[src/rtl/prbs_clk_div_pkg.sv]
// Shared types and default constants for the prbs_clk_div divider bank.
package prbs_clk_div_pkg;

  typedef enum logic [1:0] {
    ST_OFF  = 2'd0,
    ST_RUN  = 2'd1,
    ST_PEND = 2'd2
  } ch_state_e;

  localparam int DEF_NUM_CH = 4;
  localparam int DEF_CNT_W  = 16;

  // Channel-select width; a single-channel bank still gets a 1-bit select.
  function automatic int ch_idx_w(input int num_ch);
    return (num_ch > 1) ? $clog2(num_ch) : 1;
  endfunction

endpackage

[src/rtl/prbs_clk_div_ch.sv]
// One divider channel: OFF/RUN/PEND FSM, half-period counter, shadow divisor
// applied only at a wrap so the output never produces a short pulse.
module prbs_clk_div_ch
  import prbs_clk_div_pkg::*;
#(
  parameter int CNT_W = DEF_CNT_W
) (
  input  logic             clk,
  input  logic             rst_n,
  input  logic             i_we,
  input  logic             i_en,
  input  logic [CNT_W-1:0] i_div,
  input  logic             i_sync,
  output logic             o_div_out,
  output logic             o_tick,
  output logic             o_active
);

  ch_state_e        r_state;
  logic [CNT_W-1:0] r_cnt;
  logic [CNT_W-1:0] r_div;
  logic [CNT_W-1:0] r_shadow;
  logic             r_out;
  logic             r_tick;
  logic             r_active;

  ch_state_e        w_state_nxt;
  logic [CNT_W-1:0] w_cnt_nxt;
  logic [CNT_W-1:0] w_div_nxt;
  logic [CNT_W-1:0] w_shadow_nxt;
  logic             w_out_nxt;
  logic             w_tick_nxt;
  logic             w_wrap;
  logic             w_load;
  logic [CNT_W-1:0] w_handover_div;

  assign w_load         = i_we && i_en;
  assign w_wrap         = (r_cnt >= r_div);
  assign w_handover_div = (r_state == ST_PEND) ? r_shadow : r_div;

  // Next-state and datapath: disable wins, then sync/wrap, then a RUN-time write goes to the shadow.
  always_comb begin
    w_state_nxt  = r_state;
    w_cnt_nxt    = r_cnt;
    w_div_nxt    = r_div;
    w_shadow_nxt = r_shadow;
    w_out_nxt    = r_out;
    w_tick_nxt   = 1'b0;
    if (i_we && !i_en) begin
      w_state_nxt = ST_OFF;
      w_cnt_nxt   = '0;
      w_out_nxt   = 1'b0;
    end else begin
      case (r_state)
        ST_RUN, ST_PEND: begin
          if (i_sync) begin
            w_cnt_nxt   = '0;
            w_out_nxt   = 1'b0;
            w_div_nxt   = w_handover_div;
            w_state_nxt = ST_RUN;
          end else if (w_wrap) begin
            w_cnt_nxt   = '0;
            w_tick_nxt  = 1'b1;
            w_out_nxt   = ~r_out;
            w_div_nxt   = w_handover_div;
            w_state_nxt = ST_RUN;
          end else begin
            w_cnt_nxt = r_cnt + CNT_W'(1);
          end
          if (w_load) begin
            w_shadow_nxt = i_div;
            w_state_nxt  = ST_PEND;
          end else begin
            w_shadow_nxt = r_shadow;
          end
        end
        ST_OFF: begin
          w_cnt_nxt = '0;
          w_out_nxt = 1'b0;
          if (w_load) begin
            w_div_nxt   = i_div;
            w_state_nxt = ST_RUN;
          end else begin
            w_div_nxt = r_div;
          end
        end
        default: begin
          w_state_nxt = ST_OFF;
          w_cnt_nxt   = '0;
          w_out_nxt   = 1'b0;
        end
      endcase
    end
  end

  // State and datapath registers with synchronous active-low reset.
  always_ff @(posedge clk) begin
    if (!rst_n) begin
      r_state  <= ST_OFF;
      r_cnt    <= '0;
      r_div    <= '0;
      r_shadow <= '0;
      r_out    <= 1'b0;
      r_tick   <= 1'b0;
      r_active <= 1'b0;
    end else begin
      r_state  <= w_state_nxt;
      r_cnt    <= w_cnt_nxt;
      r_div    <= w_div_nxt;
      r_shadow <= w_shadow_nxt;
      r_out    <= w_out_nxt;
      r_tick   <= w_tick_nxt;
      r_active <= (w_state_nxt != ST_OFF);
    end
  end

  assign o_div_out = r_out;
  assign o_tick    = r_tick;
  assign o_active  = r_active;

endmodule

[src/rtl/prbs_clk_div.sv]
// Bank of NUM_CH independent programmable clock dividers sharing one config port.
// Define PRBS_CLK_DIV_SYNC_EN to add sync_i for a phase-aligned restart of all active channels.
module prbs_clk_div
  import prbs_clk_div_pkg::*;
#(
  parameter  int NUM_CH = DEF_NUM_CH,
  parameter  int CNT_W  = DEF_CNT_W,
  localparam int CH_W   = ch_idx_w(NUM_CH)
) (
  input  logic              clk,
  input  logic              rst_n,
  input  logic              cfg_we,
  input  logic [CH_W-1:0]   cfg_ch,
  input  logic [CNT_W-1:0]  cfg_div,
  input  logic              cfg_en,
`ifdef PRBS_CLK_DIV_SYNC_EN
  input  logic              sync_i,
`endif
  output logic [NUM_CH-1:0] div_out,
  output logic [NUM_CH-1:0] tick,
  output logic [NUM_CH-1:0] ch_active
);

  logic w_sync;

`ifdef PRBS_CLK_DIV_SYNC_EN
  assign w_sync = sync_i;
`else
  assign w_sync = 1'b0;
`endif

  // Out-of-range channel numbers match no instance and are dropped here.
  for (genvar g = 0; g < NUM_CH; g++) begin : g_ch
    logic w_we;
    assign w_we = cfg_we && (cfg_ch == CH_W'(g));

    prbs_clk_div_ch #(
      .CNT_W (CNT_W)
    ) u_ch (
      .clk       (clk),
      .rst_n     (rst_n),
      .i_we      (w_we),
      .i_en      (cfg_en),
      .i_div     (cfg_div),
      .i_sync    (w_sync),
      .o_div_out (div_out[g]),
      .o_tick    (tick[g]),
      .o_active  (ch_active[g])
    );
  end

endmodule

[config.mk]
export PLATFORM = sky130hd
export DESIGN_NAME = prbs_clk_div
export DESIGN_NICKNAME = d
export VERILOG_FILES = /design/src/rtl/prbs_clk_div_pkg.sv /design/src/rtl/prbs_clk_div_ch.sv /design/src/rtl/prbs_clk_div.sv
export SDC_FILE = /design/constraint.sdc
export NUM_CORES = 1
export LEC_CHECK = 0
export CORE_MARGIN = 5
export CORE_UTILIZATION = 66
export DETAILED_ROUTE_END_ITERATION = 6
export GPL_TIMING_DRIVEN = 1
export HOLD_SLACK_MARGIN = 0.02
export PLACE_DENSITY = 0.88
export SLEW_MARGIN = 25
export SYNTH_ARGS = -nofsm -noshare
export SYNTH_HDL_FRONTEND = slang
export SYNTH_SLANG_ARGS = --single-unit
[constraint.sdc]
create_clock -name clk -period 4.4 [get_ports clk]
set_input_delay 0.44 -clock clk [delete_from_list [all_inputs] [get_ports clk]]
set_output_delay 0.44 -clock clk [all_outputs]
set_load 0.05 [all_outputs]
---- Word-level counts from Yosys, hierarchy flattened ----
Cells that the tools add are included.
word-level totals
  memory bits (writable) .................. 0
  flip-flop bits (word level) ............. 212
  input port bits ......................... 22
  output and inout bits ................... 12
  memories kept ........................... 0
  latch bits .............................. 0
  bits in read-only memories .............. 0
  logic and storage cells ................. 158
operators by class
  muxes and demuxes ....................... 40
  divide/modulo/power cells ............... 0
  equality and inequality tests ........... 23
  magnitude comparators ................... 4
  shift operators ......................... 0
  reduce and logical (&&, ||, !) cells .... 46
  $mul .................................... 0
  bitwise operators ....................... 13
  add/subtract/negate cells ............... 4
operators with widths
  cell                                                                    number
  16-bit 2-to-1 mux                                                       12
  16-bit one-hot mux with 2 select lines                                  4
  16-bit by 1-bit adder with 16-bit output (second input constant)        4
  16-bit >= comparator                                                    4
  2-bit 2-to-1 mux                                                        16
  2-bit by 1-bit != test with 1-bit output (second input constant)        12
  5-bit AND reduction                                                     4
  2-bit one-hot mux with 2 select lines                                   4
  2-bit nonzero test                                                      8
  4-bit OR reduction                                                      4
  1-bit NOT                                                               13
  2-bit equality test (second input constant)                             6
  1-bit logical AND                                                       12
  3-bit AND reduction                                                     4
  3-bit OR reduction                                                      4
  2-bit by 1-bit equality test with 1-bit output (second input constant)  5
  2-bit zero test                                                         5
  2-bit OR reduction                                                      4
  1-bit 2-to-1 mux                                                        4
  1-bit zero test                                                         1

---- Longest topological paths before layout ----
Gate-level depths: netlist (run 1).
  depth in word-level cells ............... 7
  gate-level depth with buffers ........... 11
  gate-level depth less buffers ........... 8

---- Cells and area by module ----
A second synthesis (run 1) with hierarchy kept.
unflattened totals
  cells, all modules ...................... 1133
  area, all modules ....................... 10702.8 sq um
by module, submodules not included
  module                               seq. area each (sq um)  area an instance (sq um)  cells each  times used
  prbs_clk_div_ch at g_ch[0].u_ch ...  1061.0                  2665.1                    282         3
  prbs_clk_div_ch at g_ch[3].u_ch      1061.0                  2666.3                    282         1
  prbs_clk_div                         0.0                     41.3                      5           1

---- Worst setup path after synthesis (run 1) ----
OpenSTA, ideal clock, no wires.
  kind .................................... reg2reg
  start point ............................. reg g_ch[0].u_ch.r_div[15]
  end point ............................... reg g_ch[0].u_ch.r_div[10]
  period minus slack after synthesis ...... 2.341 ns
  path buffers ............................ 3
  data arrival time ....................... 2.280 ns
  data required time ...................... 4.339 ns
  cell stages (with the launch flop) ...... 12
  slack ................................... 2.059 ns
  library setup time ...................... 0.061 ns
  cell sequence ........................... dfxtp_1 inv_1 ha_1 and4_1 nand4_1 or4_4 and4_4 buf_6 nor2b_2 buf_6 buf_8 o221a_1
on the way
  word-level cells in the longest chain between the ends .. 3
RTL lines
  element                                                    line                    RTL
  from (decl)                                                prbs_clk_div_ch.sv:21   logic [CNT_W-1:0] r_div;
  from (signal assigned)                                     prbs_clk_div_ch.sv:109  r_div <= w_div_nxt;
  16-bit >= comparator                                       prbs_clk_div_ch.sv:38   assign w_wrap = (r_cnt >= r_div);
  2-bit by 1-bit != test with 1-bit output (no source line)  --
  5-bit AND reduction (no source line)                       --
Every way passes these cells.
A chain may end at the register's enable or synchronous reset.

---- Worst setup path after layout (run 1) ----
  start point ............................. reg g_ch[0].u_ch.r_div[15]
  end point ............................... reg g_ch[0].u_ch.r_div[15]
The elaborated chain is that of the path after synthesis.

==> results of run 1 <==
## metal layers
layer | vias up | track usage | wire length [µm]
li1 | 4207 | - | -
met1 | 4035 | 0.302 | 10200
met2 | 187 | 0.403 | 11000
met3 | 56 | 0.0348 | 1000
met4 | 2 | 0.0697 | 645
met5 | - | 0 | 13
## cell families after synthesis
family,share of synthesized area
adders and majority gates,0.0937
and+or+nand+nor,0.177
xor gates and xnor gates,0.0486
AOI/OAI and AO/OA,0.161
muxes,0.0592
DFF,0.392
buffers and inverters,0.0673
## synth_stat cells (7+ instances only)
library cell               count  area (µm²)
sky130_fd_sc_hd__dfxtp_1     212        4240
sky130_fd_sc_hd__o21ai_0      16        80.1
sky130_fd_sc_hd__a21boi_0     51         383
sky130_fd_sc_hd__mux2i_1      64         641
sky130_fd_sc_hd__o221a_1      17         191
sky130_fd_sc_hd__buf_2         9        45.0
sky130_fd_sc_hd__a21boi_1     13        97.6
sky130_fd_sc_hd__ha_1         81        1010
sky130_fd_sc_hd__o221a_2      15         169
sky130_fd_sc_hd__and3_1        8        50.1
sky130_fd_sc_hd__buf_4        12        90.1
sky130_fd_sc_hd__nand3_1      49         245
sky130_fd_sc_hd__nand4_1      17         106
sky130_fd_sc_hd__a31oi_1       7        43.8
sky130_fd_sc_hd__xnor2_1      22         193
sky130_fd_sc_hd__a21oi_1      37         185
sky130_fd_sc_hd__clkbuf_1     63         236
sky130_fd_sc_hd__nand2_1     227         852
sky130_fd_sc_hd__inv_1        82         308
sky130_fd_sc_hd__nor3_1        7        35.0
sky130_fd_sc_hd__xor2_1       38         333
sky130_fd_sc_hd__o211a_1      32         320
sky130_fd_sc_hd__nor2_1       99         372
## final cells by class
class | instances | area [µm²]
tap | 216 | 270
timing repair buffer | 44 | 410
sequential | 212 | 4240
clock buffer | 35 | 681
fill | 1157 | 4150
multi-input combinational | 864 | 5860
inverter | 83 | 312
clock inverter | 6 | 76.3
## worst max-delay path, delay by kind of cell (launching register included)
family,cells,cell delay [ps]
fa+ha+maj,1,300
simple gates,5,1670
flops,1,340
compound gates,1,280
buf+inv,1,50
## state kept, by name, indices dropped and copies added, names as in the netlist
signal / cells
g_ch.u_ch.r_cnt: 64
g_ch.u_ch.r_div: 64
g_ch.u_ch.r_shadow: 64
g_ch.u_ch.r_state: 8
g_ch.u_ch.o_active: 4
g_ch.u_ch.o_div_out: 4
g_ch.u_ch.o_tick: 4
## how the worst min path moves through the flow
| stage | cells past startpoint | start | slack [ps] | end |
|---|---|---|---|---|
| 3_3_place_gp | 2 | g_ch[0].u_ch.r_shadow[10]$_SDFFE_PN0P_ | 440 | g_ch[0].u_ch.r_shadow[10]$_SDFFE_PN0P_ |
| 2_1_floorplan | 1 | g_ch[2].u_ch.r_cnt[0]$_SDFF_PP0_ | 430 | g_ch[2].u_ch.r_cnt[0]$_SDFF_PP0_ |
| 3_5_place_dp | 2 | g_ch[1].u_ch.r_shadow[8]$_SDFFE_PN0P_ | 440 | g_ch[1].u_ch.r_shadow[8]$_SDFFE_PN0P_ |
| 6_report | 2 | g_ch[1].u_ch.r_shadow[8]$_SDFFE_PN0P_ | 450 | g_ch[1].u_ch.r_shadow[8]$_SDFFE_PN0P_ |
| 4_1_cts | 2 | g_ch[1].u_ch.r_shadow[8]$_SDFFE_PN0P_ | 450 | g_ch[1].u_ch.r_shadow[8]$_SDFFE_PN0P_ |
| 5_1_grt | 2 | g_ch[0].u_ch.r_shadow[8]$_SDFFE_PN0P_ | 470 | g_ch[0].u_ch.r_shadow[8]$_SDFFE_PN0P_ |
## metrics by stage
step / util / instances / power [W] / setup WS, ps
after global placement: 0.693 / 1419 / 0.00257 / 1470
after detailed placement: 0.693 / 1419 / 0.00259 / 1430
after CTS: 0.741 / 1460 / 0.00447 / 1690
after global routing: 0.741 / 1460 / 0.00462 / 1530
after floorplan: - / 1248 / 0.00246 / 2060
final: 0.741 / 1460 / 0.00445 / 1690
## power by group
| part | total (W) | internal, W | switching [W] |
|---|---|---|---|
| clock network | 0.00190 | 0.00113 | 0.000771 |
| logic | 0.000520 | 0.000220 | 0.000301 |
| registers | 0.00203 | 0.00199 | 0.0000393 |
==> summary.txt, run 1 <==
RUN STATUS
------------------------------------------------------------------------------------------------------
Outcome                                                                                      completed

CLOCKING
------------------------------------------------------------------------------------------------------
Cts bufs inserted                                                                                   23
Sinks on the clock net                                                                             212
Clk_lat worst skew                                                                              520 ps
Total setup buffers inserted after CTS                                                               0
Clock transition at the register clock pins on the worst setup and hold paths after CTS          60 ps
Hold bufs inserted after CTS                                                                         0
CTS max path bufs                                                                                    3
Clock tree from TritonCTS                                                                         done
Clock Tree Root                                                                           sky130_fd_sc_hd__clkbuf_16
CTS H-Tree Depth                                                                                     1
Post-cts repair resize count                                                                         0

YOSYS
------------------------------------------------------------------------------------------------------
Average size of a mapped cell                                                                 8.67 µm²
Synthesized Nets                                                                                  1351
Cell count after synthesis                                                                        1248
Number of enable flip-flop cells after synthesis                                                     0
Sequential cell area fraction in the yosys report                                                0.392
Share of synthesized flip-flops with an asynchronous set or reset                                    0
Synthesized flop and latch total                                                                   212
Total of warnings raised by yosys                                                                    0
Most used flip-flop cell after synthesis                                                  sky130_fd_sc_hd__dfxtp_1
Distinct cells, synth                                                                               58
Post-synthesis cell area                                                                     10800 µm²

WORST SETUP PATH
------------------------------------------------------------------------------------------------------
Worst R2R Setup Slack                                                                          1690 ps
Crit path arrival time                                                                         3160 ps
Element type at the critical path end                                                        flip-flop
Delay contributed by the slowest stage of the critical path                                     560 ps
RR Startpoint                                                                             g_ch[0].u_ch.r_div[15]$_SDFFE_PN0P_
Kind of start point of the critical path                                                     flip-flop
Maximum fanout along the worst path                                                                 18
Ordered list of cells on the worst path                                                   inv_1 > ha_1 > and4_1 > nand4_1 > or4_4 > and4_4 > nor2b_2 > o221a_1
Worst reg2reg path endpoint                                                               g_ch[0].u_ch.r_div[15]$_SDFFE_PN0P_
Length in cells of the worst reg-to-reg path                                                         8
CP required                                                                                    4850 ps
Class of the most critical setup path                                                       reg -> reg
Master of the slowest instance on the critical path                                       sky130_fd_sc_hd__or4_4
Start point of the critical path                                                          g_ch[0].u_ch.r_div[15]$_SDFFE_PN0P_
Worst setup path endpoint                                                                 g_ch[0].u_ch.r_div[15]$_SDFFE_PN0P_

PWR
------------------------------------------------------------------------------------------------------
Leakage power figure                                                                           5.02 nW
Worst vdd ir                                                                                  0.303 mV
Cell Pwr Density                                                                            376 nW/µm²

TIMING
------------------------------------------------------------------------------------------------------
Slew Limit Headroom                                                                              0.486
Final setup TNS                                                                                   0 ps
Achievable frequency                                                                         0.369 GHz
Final hold violation count                                                                           0
Setup repair after global routing missed its margin                                                 no
Final period utilization                                                                         0.616
Crit path time final                                                                           2710 ps
Setup Skew                                                                                     17.5 ps
Number of max-slew violations in the final report                                                    0
Least-Margin Pin Slew                                                                           761 ps
Final-layout worst hold slack                                                                   452 ps
Final setup violating endpoints                                                                      0

ROUTE
------------------------------------------------------------------------------------------------------
Average wire per standard cell                                                                 15.7 µm
Total via count after detailed routing                                                            8487
Residual DRC                                                                                         0
Routed via count divided by cell count                                                            5.81
Count of routing violations after the opening detailed-route iteration                             543
Sum of routed wire length over all layers                                                     22900 µm
First-pass detailed-route iteration total                                                            6
Remaining antenna violation count after routing                                                      0

PLACEMENT
------------------------------------------------------------------------------------------------------
Quantity of I/O buffers inserted on ports                                                           33
RePlAce Congestion                                                                               0.864
HPWL Detailed                                                                                 15500 µm
Area post-placement                                                                          11100 µm²

HOLD PATH
------------------------------------------------------------------------------------------------------
Hold WC Path Type                                                                           reg -> reg

FLOORPLANNING
------------------------------------------------------------------------------------------------------
Area of the die                                                                              19100 µm²
Floorplan row count                                                                                 46
Core outline area                                                                            16000 µm²
I/O pin count                                                                                       34
Die span in x                                                                                   138 µm
Vert. Die Dim                                                                                   138 µm
Initial cell density of the core                                                                 0.676

LAYOUT
------------------------------------------------------------------------------------------------------
Net count reported at finish                                                                      1331
Number of antenna diodes                                                                             0
Share of post-route cells with drive strength above 1                                           0.0603
Top library cells by usage in the layout, fill and taps aside                             sky130_fd_sc_hd__nand2_1, sky130_fd_sc_hd__dfxtp_1, sky130_fd_sc_hd__nor2_1, sky130_fd_sc_hd__inv_1, sky130_fd_sc_hd__ha_1
Design Area, Final                                                                           11900 µm²
Most common library cell in the layout ignoring fill and taps                             sky130_fd_sc_hd__nand2_1
Area growth from synthesis to layout                                                             9.58%

GRT
------------------------------------------------------------------------------------------------------
Wire length of the first global-routing pass                                                  38500 µm
Via count of the first global-routing pass                                                        8227
Global Route Usage Sum                                                                           0.233
Maximum number of pins on one net before global-route repair                                        85
Antenna violations before repair                                                                     1
Gr ovfl total                                                                                        0

RUN
------------------------------------------------------------------------------------------------------
Number of max-cap violations                                                                         0

(Power assumes the default switching activity.)
==> inputs of run 2 (changes only) <==
CORE_UTILIZATION = 62   (was 66)
PLACE_DENSITY = 0.83   (was 0.88)
clock period = 2.5 ns   (was 4.4 ns; I/O delays follow)
==> run 2 against run 1 <==
Net effect: power is 77% higher; critical path depth stayed put; register-to-register slack worse by 1500 ps; clock skew is 9.3 ps higher; fmax is 15% higher; critical path type unchanged; largest power group unchanged.
==> summary.txt, run 2 (synthesized netlist as in run 1, its figures left out) <==
RUN STATUS
------------------------------------------------------------------------------------------------------
Outcome                                                                                      completed

FLOORPLANNING
------------------------------------------------------------------------------------------------------
I/O pin count                                                                                       34   unchanged
Area of the die                                                                              20200 µm²   +6.0%
Die span in x                                                                                   142 µm   +2.9%
Core outline area                                                                            17200 µm²   +7.7%
Vert. Die Dim                                                                                   142 µm   +2.9%
Initial cell density of the core                                                                 0.628   -0.0485
Floorplan row count                                                                                 48   +4.3%

CLOCKING
------------------------------------------------------------------------------------------------------
Clock Tree Root                                                                           sky130_fd_sc_hd__clkbuf_16
Cts bufs inserted                                                                                   23   unchanged
Clock tree from TritonCTS                                                                         done
Clock transition at the register clock pins on the worst setup and hold paths after CTS          50 ps   about the same
Sinks on the clock net                                                                             212   unchanged
CTS max path bufs                                                                                    3   unchanged
Hold bufs inserted after CTS                                                                         0   unchanged
CTS H-Tree Depth                                                                                     1   unchanged
Clk_lat worst skew                                                                              520 ps   about the same

ROUTE
------------------------------------------------------------------------------------------------------
Residual DRC                                                                                         0   unchanged
Total via count after detailed routing                                                            8481   -0.071%
Sum of routed wire length over all layers                                                     23000 µm   +0.40%
Routed metal-1 wire length                                                                    10400 µm   +1.5%
Routed met2 length                                                                            11000 µm   about the same
Routed via count divided by cell count                                                            5.66   -2.6%
Average wire per standard cell                                                                 15.3 µm   -2.1%
Remaining antenna violation count after routing                                                      0   unchanged
Sum of met3 wire segment lengths after detailed routing                                         969 µm   -3.5%
First-pass detailed-route iteration total                                                            5   -1
Count of routing violations after the opening detailed-route iteration                             492   -9.4%
Highest routed layer                                                                              met4

TIMING
------------------------------------------------------------------------------------------------------
Final hold violation count                                                                           0   unchanged
Slew Limit Headroom                                                                              0.597   +0.111
Final period utilization                                                                         0.943   +0.326
Least-Margin Pin Slew                                                                           603 ps   -158 ps
Setup Skew                                                                                     26.8 ps   +9.26 ps
Final setup violating endpoints                                                                      0   unchanged
Crit path time final                                                                           2360 ps   -355 ps
Final setup TNS                                                                                   0 ps   unchanged
Setup repair after global routing missed its margin                                                 no
Final-layout worst hold slack                                                                   157 ps   -296 ps
Number of max-slew violations in the final report                                                    0   unchanged
Achievable frequency                                                                         0.424 GHz   +15%

PLACEMENT
------------------------------------------------------------------------------------------------------
Quantity of I/O buffers inserted on ports                                                           33   unchanged
RePlAce Congestion                                                                               0.808   -6.5%
Number of placed instances with taps included                                                     1455   +2.5%
HPWL Detailed                                                                                 15600 µm   +0.57%

WORST SETUP PATH
------------------------------------------------------------------------------------------------------
Worst R2R Setup Slack                                                                           140 ps   -1540 ps
Master of the slowest instance on the critical path                                       sky130_fd_sc_hd__or4_4
Ordered list of cells on the worst path                                                   inv_1 > ha_1 > and4_1 > nand4_1 > or4_4 > and4_4 > buf_4 > o221a_1
Start point of the critical path                                                          g_ch[0].u_ch.r_div[15]$_SDFFE_PN0P_
Delay contributed by the slowest stage of the critical path                                     570 ps   about the same
Length in cells of the worst reg-to-reg path                                                         8   unchanged
Crit path arrival time                                                                         2730 ps   -430 ps
Maximum fanout along the worst path                                                                 16   -2
Kind of start point of the critical path                                                     flip-flop
CP required                                                                                    2880 ps   -1970 ps
Element type at the critical path end                                                        flip-flop
Class of the most critical setup path                                                       reg -> reg
RR Startpoint                                                                             g_ch[0].u_ch.r_div[15]$_SDFFE_PN0P_
Worst reg2reg path endpoint                                                               g_ch[0].u_ch.r_div[7]$_SDFFE_PN0P_

GRT
------------------------------------------------------------------------------------------------------
Wire length of the first global-routing pass                                                  38900 µm   +0.95%
Maximum number of pins on one net before global-route repair                                        84   -1.2%
Via count of the first global-routing pass                                                        8140   -1.1%
Global Route Usage Sum                                                                           0.228   -0.00506
Antenna violations before repair                                                                     0   -1
Gr ovfl total                                                                                        0   unchanged

HOLD PATH
------------------------------------------------------------------------------------------------------
Hold WC Path Type                                                                            in -> reg
Worst hold path depth                                                                                2   unchanged
Worst hold path startpoint                                                                       rst_n
End point of the most critical hold path                                                  g_ch[2].u_ch.r_div[7]$_SDFFE_PN0P_

LAYOUT
------------------------------------------------------------------------------------------------------
Most common library cell in the layout ignoring fill and taps                             sky130_fd_sc_hd__nand2_1
Area growth from synthesis to layout                                                             12.6%
Non-filler instance count after layout                                                            1498   +2.6%
Final core utilization                                                                           0.707   -0.0343
Number of antenna diodes                                                                             0   unchanged
Top library cells by usage in the layout, fill and taps aside                             sky130_fd_sc_hd__nand2_1, sky130_fd_sc_hd__dfxtp_1, sky130_fd_sc_hd__nor2_1, sky130_fd_sc_hd__inv_1, sky130_fd_sc_hd__ha_1
Share of post-route cells with drive strength above 1                                           0.0817   +0.0214
Largest registers                                                                         g_ch.u_ch.r_cnt (64), g_ch.u_ch.r_div (64), g_ch.u_ch.r_shadow (64)
Net count reported at finish                                                                      1360   +2.2%

PWR
------------------------------------------------------------------------------------------------------
Worst vdd ir                                                                                  0.560 mV   +85%
Leakage power figure                                                                           5.19 nW   +3.3%
Cell Pwr Density                                                                            647 nW/µm²   +72%

RUN
------------------------------------------------------------------------------------------------------
Number of max-cap violations                                                                         0   unchanged

## run 2: power breakdown
group          switching (W)  internal, W
registers          0.0000705      0.00350
clock network        0.00132      0.00198
logic               0.000555     0.000459
## run 2: cell type report
class / count / area [µm²]
Fill cell: 1300 / 5060
Tap cell: 225 / 282
Multi-Input combinational cell: 864 / 5880
Clock buffer: 37 / 688
Inverter: 83 / 312
Timing Repair Buffer: 73 / 721
Clock inverter: 4 / 48.8
Sequential cell: 212 / 4250
## run 2: worst max-delay path, delay by kind of cell, from the launching register on
family	cells	cell delay, ps
flip-flops	1	330
buffers and inverters	2	240
AO/OA/AOI/OAI	1	230
adder cells (fa/ha/maj)	1	300
AND/OR/NAND/NOR	4	1120
## run 2: routing by layer
metal,global-route usage,up-vias
li1,-,4256
met1,0.303,4027
met2,0.386,160
met3,0.0299,38
met4,0.0732,0
met5,0,-
## run 2: stage by stage
stage | setup slack, ps | cell area, µm² | total power (W)
2_1_floorplan | 159 | 10800 | 0.00433
3_3_place_gp | 72.4 | 11400 | 0.00459
3_5_place_dp | 2.71 | 11400 | 0.00462
4_1_cts | 30.9 | 12100 | 0.00791
5_1_grt | 14.3 | 12200 | 0.00822
6_report | 143 | 12200 | 0.00788
## run 2: repair_timing
item,CTS,global route
pin swaps,0,2
setup endpoints to repair,16,22
resized for setup,1,5
gates cloned,0,1
setup buffers,0,1
## run 2: worst max-delay path by stage
stage                                                endpoint  slack, ps
after floorplan           g_ch[0].u_ch.r_div[10]$_SDFFE_PN0P_        160
after global placement     g_ch[1].u_ch.r_div[6]$_SDFFE_PN0P_         70
after detailed placement   g_ch[1].u_ch.r_div[3]$_SDFFE_PN0P_          3
after CTS                  g_ch[1].u_ch.r_div[3]$_SDFFE_PN0P_         30
after global routing      g_ch[1].u_ch.r_div[11]$_SDFFE_PN0P_         10
final                      g_ch[0].u_ch.r_div[7]$_SDFFE_PN0P_        140
==> inputs of run 3 (changes only) <==
CORE_UTILIZATION = 64   (was 62)
DONT_BUFFER_PORTS = 1   (was default)
==> run 3 against run 2 <==
Net effect: global-route usage grew 2.6 points; combinational power shrank 5%; worst hold slack lost 130 ps; sequential power is essentially flat; setup slack lost 19 ps; via count grew 1.4%.
==> summary.txt, run 3 (synthesized netlist as in run 1, its figures left out) <==
RUN STATUS
------------------------------------------------------------------------------------------------------
Outcome                                                                                      completed

TIMING
------------------------------------------------------------------------------------------------------
Final period utilization                                                                         0.950   +0.00744
Setup slack of the critical path after layout                                                   124 ps   -18.6 ps
Least-Margin Pin Slew                                                                           673 ps   +70.3 ps
Setup Skew                                                                                     11.7 ps   -15.1 ps
Final setup violating endpoints                                                                      0   unchanged
Slew Limit Headroom                                                                              0.549   -0.0476
Final hold violation count                                                                           0   unchanged
Final-layout worst hold slack                                                                  26.5 ps   -130 ps
Number of max-slew violations in the final report                                                    0   unchanged
Achievable frequency                                                                         0.421 GHz   -0.78%
Crit path time final                                                                           2380 ps   +18.6 ps

ROUTE
------------------------------------------------------------------------------------------------------
Residual DRC                                                                                         0   unchanged
Sum of routed wire length over all layers                                                     25600 µm   +11%
Average wire per standard cell                                                                 17.5 µm   +14%
Count of routing violations after the opening detailed-route iteration                             552   +12%
Routed via count divided by cell count                                                            5.87   +3.7%
Total via count after detailed routing                                                            8599   +1.4%
First-pass detailed-route iteration total                                                            5   unchanged
Remaining antenna violation count after routing                                                      0   unchanged

LAYOUT
------------------------------------------------------------------------------------------------------
Area taken by multi-input logic gates                                                         5900 µm²   +0.26%
Area taken by flip-flops and latches                                                          4240 µm²   about the same
Net count reported at finish                                                                      1334   -1.9%
Largest registers                                                                         g_ch.u_ch.r_cnt (64), g_ch.u_ch.r_div (64), g_ch.u_ch.r_shadow (64)
Number of antenna diodes                                                                             0   unchanged
Area growth from synthesis to layout                                                             10.4%
Share of post-route cells with drive strength above 1                                           0.0763   -0.00539
Most common library cell in the layout ignoring fill and taps                             sky130_fd_sc_hd__nand2_1
Count of fill cells added during filler insertion                                                 1250   -3.8%
Top library cells by usage in the layout, fill and taps aside                             sky130_fd_sc_hd__nand2_1, sky130_fd_sc_hd__dfxtp_1, sky130_fd_sc_hd__nor2_1, sky130_fd_sc_hd__inv_1, sky130_fd_sc_hd__ha_1
Non-filler instance count after layout                                                            1465   -2.2%

WORST SETUP PATH
------------------------------------------------------------------------------------------------------
Maximum fanout along the worst path                                                                 17   +1
Element type at the critical path end                                                        flip-flop
Crit path arrival time                                                                         2760 ps   +30 ps
Kind of start point of the critical path                                                     flip-flop
Master of the slowest instance on the critical path                                       sky130_fd_sc_hd__or4_4
Ordered list of cells on the worst path                                                   inv_1 > ha_1 > and4_1 > nand4_1 > or4_4 > and4_4 > buf_4 > a21oi_2 > a31oi_1
Worst reg2reg path endpoint                                                               g_ch[0].u_ch.o_active$_SDFF_PN0_
WP buf/inv                                                                                           2   unchanged
Worst R2R Setup Slack                                                                           120 ps   -20 ps
Delay contributed by the slowest stage of the critical path                                     560 ps   about the same
Length in cells of the worst reg-to-reg path                                                         9   +1
RR Startpoint                                                                             g_ch[0].u_ch.r_div[13]$_SDFFE_PN0P_
Class of the most critical setup path                                                       reg -> reg
CP required                                                                                    2880 ps   about the same
Cell family with most CP delay                                                            simple AND/OR/NAND/NOR gates

GRT
------------------------------------------------------------------------------------------------------
Gr ovfl total                                                                                        0   unchanged
Wire length of the first global-routing pass                                                  41300 µm   +6.3%
Global Route Usage Sum                                                                           0.253   +0.0257
Via count of the first global-routing pass                                                        8402   +3.2%
Antenna violations before repair                                                                     0   unchanged
Maximum number of pins on one net before global-route repair                                       133   +58%

FLOORPLANNING
------------------------------------------------------------------------------------------------------
Die span in x                                                                                   140 µm   -1.5%
Core outline area                                                                            16600 µm²   -3.8%
Initial cell density of the core                                                                 0.652   +0.0247
I/O pin count                                                                                       34   unchanged
Area of the die                                                                              19600 µm²   -2.9%
Vert. Die Dim                                                                                   140 µm   -1.5%
Floorplan row count                                                                                 47   -2.1%

PWR
------------------------------------------------------------------------------------------------------
Cell Pwr Density                                                                            655 nW/µm²   +1.2%
Worst vdd ir                                                                                  0.561 mV   +0.12%
Power Total                                                                                  0.00783 W   -0.74%
Leakage power figure                                                                           5.10 nW   -1.8%

CLOCKING
------------------------------------------------------------------------------------------------------
CTS H-Tree Depth                                                                                     1   unchanged
Clock Tree Root                                                                           sky130_fd_sc_hd__clkbuf_16
Clock transition at the register clock pins on the worst setup and hold paths after CTS          60 ps   about the same
Sinks on the clock net                                                                             212   unchanged
Clock tree from TritonCTS                                                                         done
CTS max path bufs                                                                                    3   unchanged
Cts bufs inserted                                                                                   23   unchanged
Clk_lat worst skew                                                                              500 ps   -20 ps

HOLD PATH
------------------------------------------------------------------------------------------------------
Worst hold path depth                                                                                3   +1
Worst hold path startpoint                                                                  cfg_div[9]
Hold WC Path Type                                                                            in -> reg
End point of the most critical hold path                                                  g_ch[3].u_ch.r_div[9]$_SDFFE_PN0P_

PLACEMENT
------------------------------------------------------------------------------------------------------
HPWL Detailed                                                                                 15500 µm   -0.35%
Number of placed instances with taps included                                                     1402   -3.6%
Placement-stage worst setup slack                                                              -158 ps   -161 ps
RePlAce Congestion                                                                               0.829   +2.6%
Quantity of I/O buffers inserted on ports                                                            0   -100%

RUN
------------------------------------------------------------------------------------------------------
Number of max-cap violations                                                                         0   unchanged

[run 3: cell types whose count changed in the layout (fill, tap and decap cells not counted), moves of 2 or more]
cell and delta:
sky130_fd_sc_hd__buf_4 -13, sky130_fd_sc_hd__clkdlybuf4s50_1 -32, sky130_fd_sc_hd__dlygate4sd3_1 +21, sky130_fd_sc_hd__buf_12 -3, sky130_fd_sc_hd__clkbuf_8 +4, sky130_fd_sc_hd__clkbuf_1 -3, sky130_fd_sc_hd__or2_1 -3, sky130_fd_sc_hd__or2_2 +2
[run 3: final cells by class]
class / instances / share of cell area
inverters: 83 / 0.0261
clock inverters: 1 / 0.000419
flip-flops and latches: 212 / 0.355
well taps: 220 / 0.0230
repair buffers: 47 / 0.0402
clock buffers: 38 / 0.0613
multi-input cells: 864 / 0.494
[run 3: what timing repair did]
item | 4_1_cts | 5_1_grt
hold buffers | 22 | 0
gates resized for setup | 3 | 10
setup buffers | 0 | 1
pin swaps | 0 | 2
endpoints found under the setup margin | 33 | 83
gates cloned | 0 | 1
endpoints found under the hold margin | 144 | 0
[run 3: worst min-delay path: stages]
cell and delay (ps):
sky130_fd_sc_hd__mux2i_1 50, sky130_fd_sc_hd__nand2_1 60, sky130_fd_sc_hd__o211a_1 130
[run 3: how the worst max path moves through the flow]
stage | start | end | slack, ps | depth (start not counted)
after detailed placement | g_ch[2].u_ch.r_div[15]$_SDFFE_PN0P_ | g_ch[2].u_ch.r_div[14]$_SDFFE_PN0P_ | -160 | 8
after global routing | g_ch[1].u_ch.r_cnt[0]$_SDFF_PP0_ | g_ch[1].u_ch.r_cnt[14]$_SDFF_PP0_ | -9 | 8
after floorplan | g_ch[0].u_ch.r_div[15]$_SDFFE_PN0P_ | g_ch[0].u_ch.r_div[10]$_SDFFE_PN0P_ | 160 | 11
after global placement | g_ch[0].u_ch.r_div[15]$_SDFFE_PN0P_ | g_ch[0].u_ch.r_div[12]$_SDFFE_PN0P_ | -70 | 8
final | g_ch[0].u_ch.r_div[13]$_SDFFE_PN0P_ | g_ch[0].u_ch.o_active$_SDFF_PN0_ | 120 | 9
after CTS | g_ch[1].u_ch.r_div[14]$_SDFFE_PN0P_ | g_ch[1].u_ch.r_div[4]$_SDFFE_PN0P_ | 8 | 9
[run 3: routing by layer]
layer / vias to the layer above / global-route usage / wire [µm]
li1: 4202 / - / -
met1: 4067 / 0.314 / 10300
met2: 266 / 0.432 / 12200
met3: 64 / 0.0600 / 2130
met4: 0 / 0.0913 / 873
met5: - / 0 / 0
[run 3: stage by stage]
stage / utilization / area (µm²) / TNS [ps]
3_5_place_dp: 0.656 / 10900 / -4530
2_1_floorplan: - / 10800 / 0
3_3_place_gp: 0.656 / 10900 / -1410
5_1_grt: 0.720 / 11900 / -31.8
6_report: 0.720 / 11900 / 0
4_1_cts: 0.716 / 11900 / 0
[run 3: power by group]
group / leakage [nW] / internal (W) / total, W / switching (W)
clock network: 0.365 / 0.00197 / 0.00327 / 0.00130
registers: 1.72 / 0.00350 / 0.00359 / 0.0000937
logic: 3.02 / 0.000434 / 0.000960 / 0.000526
total: 5.10 / 0.00591 / 0.00783 / 0.00192
